### src/rtl/pipe_pkg.sv
// Shared types and default sizing for the 5-stage core's hazard/sequencing controller.
package pipe_pkg;

  localparam int DEF_NREG   = 8;
  localparam int DEF_ADRW   = 3;
  localparam int DEF_WB_LAT = 3;

  typedef enum logic [1:0] {
    RUN    = 2'd0,
    DRAIN  = 2'd1,
    HALTED = 2'd2
  } pipe_state_t;

  typedef logic [1:0] cnt_t;

endpackage

### src/rtl/reg_scoreboard.sv
// Per-register pending-write counters with RAW hazard lookup for two ID sources.
module reg_scoreboard
  import pipe_pkg::*;
#(
  parameter int NREG = DEF_NREG,
  parameter int ADRW = DEF_ADRW
) (
  input  logic            clk,
  input  logic            reset,
  input  logic            i_inc,
  input  logic [ADRW-1:0] i_inc_adr,
  input  logic            i_dec,
  input  logic [ADRW-1:0] i_dec_adr,
  input  logic [ADRW-1:0] i_src_a_adr,
  input  logic            i_src_a_use,
  input  logic [ADRW-1:0] i_src_b_adr,
  input  logic            i_src_b_use,
  output logic            o_haz,
  output logic [NREG-1:0] o_busy_mask
);

  logic [NREG-1:0] w_busy;

  generate
    for (genvar gi = 0; gi < NREG; gi++) begin : g_reg
      cnt_t r_cnt;
      logic w_inc;
      logic w_dec;

      assign w_inc = i_inc && (i_inc_adr == ADRW'(gi));
      assign w_dec = i_dec && (i_dec_adr == ADRW'(gi));

      // A simultaneous issue and commit on the same register leaves the count unchanged.
      always_ff @(posedge clk) begin
        if (reset) begin
          r_cnt <= '0;
        end else if (w_inc && !w_dec && r_cnt != 2'd3) begin
          r_cnt <= r_cnt + 2'd1;
        end else if (w_dec && !w_inc && r_cnt != 2'd0) begin
          r_cnt <= r_cnt - 2'd1;
        end
      end

      assign w_busy[gi] = |r_cnt;

      a_no_underflow: assert property (@(posedge clk) disable iff (reset)
        !(w_dec && !w_inc && r_cnt == 2'd0));
      a_no_overflow: assert property (@(posedge clk) disable iff (reset)
        !(w_inc && !w_dec && r_cnt == 2'd3));
    end
  endgenerate

  // No WB bypass: a commit in this cycle still reads as pending.
  assign o_haz = (i_src_a_use && w_busy[i_src_a_adr]) ||
                 (i_src_b_use && w_busy[i_src_b_adr]);
  assign o_busy_mask = w_busy;

endmodule

### src/rtl/pipeline_ctrl.sv
// Hazard/sequencing controller: RAW stalls, jump flush, HLT drain/freeze and
// all pipeline-register enables for the IF/ID/EX/MEM/WB core.
module pipeline_ctrl
  import pipe_pkg::*;
#(
  parameter int NREG   = DEF_NREG,
  parameter int ADRW   = DEF_ADRW,
  parameter int WB_LAT = DEF_WB_LAT
) (
  input  logic            clk,
  input  logic            reset,
  input  logic            id_valid,
  input  logic [ADRW-1:0] src_a_adr,
  input  logic            src_a_use,
  input  logic [ADRW-1:0] src_b_adr,
  input  logic            src_b_use,
  input  logic [ADRW-1:0] dst_adr,
  input  logic            dst_we,
  input  logic            jump_id,
  input  logic            halt_id,
  input  logic            ext_stall,
  input  logic            wb_we,
  input  logic [ADRW-1:0] wb_adr,
  output logic            issue,
  output logic            en_pc,
  output logic            en_ifid,
  output logic            flush_ifid,
  output logic            en_idex,
  output logic            flush_idex,
  output logic            en_exmem,
  output logic            flush_exmem,
  output logic            en_memwb,
  output logic            flush_memwb,
  output logic [NREG-1:0] busy_mask,
  output logic            halted
);

  localparam logic [1:0] DRAIN_LAST = 2'(WB_LAT - 1);

  pipe_state_t r_state, w_state_next;
  logic [1:0]  r_drain, w_drain_next;
  logic        w_haz;
  logic        w_all_idle;

  reg_scoreboard #(.NREG(NREG), .ADRW(ADRW)) u_sb (
    .clk         (clk),
    .reset       (reset),
    .i_inc       (issue && dst_we),
    .i_inc_adr   (dst_adr),
    .i_dec       (wb_we && !ext_stall),
    .i_dec_adr   (wb_adr),
    .i_src_a_adr (src_a_adr),
    .i_src_a_use (src_a_use),
    .i_src_b_adr (src_b_adr),
    .i_src_b_use (src_b_use),
    .o_haz       (w_haz),
    .o_busy_mask (busy_mask)
  );

  assign w_all_idle = (busy_mask == '0);
  assign issue      = !reset && id_valid && !w_haz && !ext_stall && (r_state == RUN);
  assign halted     = (r_state == HALTED);

  always_ff @(posedge clk) begin
    if (reset) begin
      r_state <= RUN;
      r_drain <= 2'd0;
    end else if (!ext_stall) begin
      r_state <= w_state_next;
      r_drain <= w_drain_next;
    end
  end

  // The drain counter saturates so the exit condition holds until the scoreboard empties.
  always_comb begin
    w_state_next = r_state;
    w_drain_next = r_drain;
    case (r_state)
      RUN: begin
        if (issue && halt_id) begin
          w_state_next = DRAIN;
          w_drain_next = 2'd0;
        end
      end
      DRAIN: begin
        if (r_drain == DRAIN_LAST && w_all_idle) begin
          w_state_next = HALTED;
        end else if (r_drain != DRAIN_LAST) begin
          w_drain_next = r_drain + 2'd1;
        end
      end
      default: w_state_next = r_state;
    endcase
  end

  always_comb begin
    en_pc       = 1'b1;
    en_ifid     = 1'b1;
    en_idex     = 1'b1;
    en_exmem    = 1'b1;
    en_memwb    = 1'b1;
    flush_ifid  = 1'b0;
    flush_idex  = 1'b0;
    flush_exmem = 1'b0;
    flush_memwb = 1'b0;
    if (reset) begin
      flush_ifid  = 1'b1;
      flush_idex  = 1'b1;
      flush_exmem = 1'b1;
      flush_memwb = 1'b1;
    end else if (ext_stall || r_state == HALTED) begin
      en_pc    = 1'b0;
      en_ifid  = 1'b0;
      en_idex  = 1'b0;
      en_exmem = 1'b0;
      en_memwb = 1'b0;
    end else if (r_state == DRAIN || (id_valid && w_haz)) begin
      en_pc      = 1'b0;
      en_ifid    = 1'b0;
      flush_idex = 1'b1;
    end else if (issue && jump_id) begin
      flush_ifid = 1'b1;
    end else if (issue && halt_id) begin
      en_pc   = 1'b0;
      en_ifid = 1'b0;
    end
  end

endmodule

### config.mk
export PLATFORM = sky130hd
export DESIGN_NAME = pipeline_ctrl
export DESIGN_NICKNAME = d
export VERILOG_FILES = /design/src/rtl/pipe_pkg.sv /design/src/rtl/reg_scoreboard.sv /design/src/rtl/pipeline_ctrl.sv
export SDC_FILE = /design/constraint.sdc
export NUM_CORES = 1
export LEC_CHECK = 0
export CORE_MARGIN = 3
export CORE_UTILIZATION = 52
export CTS_CLUSTER_SIZE = 10
export DETAILED_ROUTE_END_ITERATION = 7
export PLACE_DENSITY_LB_ADDON = 0.1
export SLEW_MARGIN = 20
export SYNTH_ARGS = -nofsm -noshare
export SYNTH_HDL_FRONTEND = slang
export SYNTH_HIERARCHICAL = 1
export SYNTH_SLANG_ARGS = --single-unit
### constraint.sdc
create_clock -name clk -period 7.1 [get_ports clk]
set_input_delay 1.42 -clock clk [delete_from_list [all_inputs] [get_ports clk]]
set_output_delay 1.42 -clock clk [all_outputs]
set_load 0.01 [all_outputs]
==> results.toml <==
[die]
die_w_um = 59.7
core_area_um2 = 2610
initial_core_util = 0.574
die_h_um = 59.7
die-area_um2 = 3560
ios = 41
num_rows = 18

[timing]
rsz0062_at_grt = "false"
setup_tns_ns = 0
worst_pin_slew_ns = 0.942
final.setup_skew_ns = 0.00646
finalCritPeriodShare = 0.787
setup_viol = 0
period_minus_slack_ns = 5.59
maxSlewHeadroom = 0.370
hold_violations = 0
finalMaxSlewViolations = 0
max_freq_mhz = 179

[grt]
antenna_found_initial = 0
track_usage = 0.265
gr-total-overflow = 0
grt_pass1_wl_um = 7250
grt_max_degree = 27
grt_pass1_vias = 1610

[critical_path]
cp.required_ns = 5.68
crit_fanout = 8
path_buf_inv = 2
cp-start-kind = "primary input"
crit_chain = "clkdlybuf4s50_1, nor4b_1, nor4b_1, a22oi_1, nand2_1, or3b_2, nor3_1, o31ai_1, clkdlybuf4s50_1"
critPathSlowestCell = "clkdlybuf4s50_1"
critPathTopFamily = "simple AND/OR/NAND/NOR gates"
cp-end-kind = "output pin"
reg2reg_slack_ns = 4.13
crit_type = "in2out"
critPathMaxStageDelay_ns = 0.60
crit_arrival_ns = 4.17

[yosys]
syn-instance-count = 195
syn-num-nets = 218
syn_area_per_cell_um2 = 7.69
yosysWarnings = 6
synthesis.area_um2 = 1500
synthXorXnorAreaFrac = 0
synth-edff-count = 0
synth.distinct_cells = 42
seq_area_frac_synth = 0.267
ys_ff_latch = 20
synth-compound-area-share = 0.211
synthAdderAreaFrac = 0.0150
synth_ff_type = "dfxtp_1"
async_flop_share = 0
muxShareOfSynthArea = 0.00751
yosys.area_share.simple = 0.462
synth_top_family_by_area = "simple AND/OR/NAND/NOR gates"

[power_and_ir_drop]
swShare = 0.244
ir_worst_vdd_mv = 0.107
power_frac_comb = 0.190
p_clk_frac = 0.372
p_per_area_nw_per_um2 = 133
switching_power_w = 0.0000633
p_leak_nw = 0.734
p_int_w = 0.000196
power_frac_seq = 0.438

[routing]
drt_iter0_drc = 161
num_vias = 1726
drt_wl_total_um = 4410
ant_nets = 0
wl_per_cell_um = 16.8
detail_route.first_pass.iterations = 5
via_per_inst = 6.56
drcViolationCount = 0

[layout]
mostFrequentLayoutCell = "clkdlybuf4s50_1"
fillers = 205
postLayoutCoreUtil = 0.746
nNetsFinal = 257
seqCellArea_um2 = 400
drive_gt1_frac = 0.0901
mostFrequentLayoutCells = "40 x clkdlybuf4s50_1, 20 x nand2_1, 20 x dfxtp_1"
multi_input_area_um2 = 1040
num_antenna_cells = 0
syn2layout_area_growth_pct = 30.0

[placement]
placement.io_buffers = 40
hpwl_um = 3310
gp_congestion = 0.891

[outcome]
status = "complete, no violations"

[clocking]
cts_inserted_buffers = 3
cts_root_buffer = "clkbuf_4"
cts_hold_buf = 0
clock_sinks = 20
cts_tree = "yes"
postCtsSetupRepairBufs = 0
cts-resized-gates = 0
clk_pin_slew_ns = 0.12
clk_latency_ns = 0.31
htreeDepth = 1
clockBufferDepth = 2

[flow_run]
max-cap-violations = 0

[worst_hold_path]
hp-class = "reg2reg"
[routing by layer]
metal  global-route usage  part of all wire  up-vias
li1                     -                 -      820
met2                0.435              0.47       89
met1                0.334              0.40      793
met3               0.0475             0.091       24
met5                    0                 0        -
met4                0.120             0.039        0
[cells in the mapped netlist, drive strengths merged (2+ instances only)]
cell type	number	area, um2
a21oi	9	45.0
or4b	3	37.5
o31ai	2	15.0
nand4b	3	26.3
nor4b	7	61.3
nor3	14	75.1
nand2	20	75.1
nand4bb	2	22.5
a21o	5	37.5
nor2	16	60.1
and2	2	12.5
nor2b	4	25.0
a221oi	8	70.1
buf	5	37.5
or2	12	75.1
nand2b	2	12.5
dfxtp	20	400
nand3	7	35.0
and4b	3	30.0
o21ai	19	98.9
a41oi	2	17.5
a22oi	2	15.0
inv	4	15.0
and4bb	3	37.5
nor3b	5	37.5
nor4	6	37.5
[flip-flops by register name, summed over array words and instances (netlist names)]
signal and count:
r_drain 2, r_state 2, u_sb/g.r_cnt 16
[stage by stage]
stage / hold slack [ns] / setup slack [ns] / std cells / instance area, um2 / power (W)
final: 0.512 / 1.51 / 263 / 1950 / 0.000259
after global routing: 0.552 / 1.47 / 263 / 1950 / 0.000268
after CTS: 0.516 / 1.57 / 263 / 1950 / 0.000259
after detailed placement: 0.498 / 1.56 / 259 / 1900 / 0.000164
after global placement: 0.490 / 1.77 / 259 / 1900 / 0.000162
after floorplan: 0.462 / 2.72 / 195 / 1500 / 0.000138
[worst register-to-register path: cells and delay by family (launching register included)]
family | cells | cell delay [ns]
DFF | 1 | 0.40
AOI/OAI and AO/OA | 3 | 0.56
and+or+nand+nor | 7 | 1.91
[power by group through the flow]
stage          Combinational (W)  Sequential [W]   Clock, W
5_1_grt                0.0000530        0.000114   0.000101
6_report               0.0000492        0.000114  0.0000964
3_3_place_gp           0.0000464        0.000116          0
4_1_cts                0.0000487        0.000113  0.0000972
2_1_floorplan          0.0000218        0.000116          0
3_5_place_dp           0.0000484        0.000116          0
[final cells by class]
type                            instances  area share
Clock buffer                            3      0.0116
Clock inverter                          1      0.0154
Inverter                                4     0.00771
Multi-Input combinational cell        165       0.535
Sequential cell                        20       0.206
Tap cell                               30      0.0193
Timing Repair Buffer                   40       0.206
[path summary, 6_finish.rpt]
check,from,to,cells after the start
worst min register to register,r_drain[0]$_SDFFE_PP0P_,r_drain[0]$_SDFFE_PP0P_,2
worst max-delay path,src_a_adr[1],en_ifid,9
worst max register to register,u_sb/g_reg[2].r_cnt[1]$_SDFFE_PP0P_,u_sb/g_reg[0].r_cnt[0]$_SDFFE_PP0P_,10
worst min-delay path,r_drain[0]$_SDFFE_PP0P_,r_drain[0]$_SDFFE_PP0P_,2
[cells by family after synthesis]
logic type	Yosys count
flops	20
simple gates	113
compound gates	49
fa+ha+maj	2
buf+inv	10
mux	1
No activity file was read; power rests on OpenSTA's default activity.
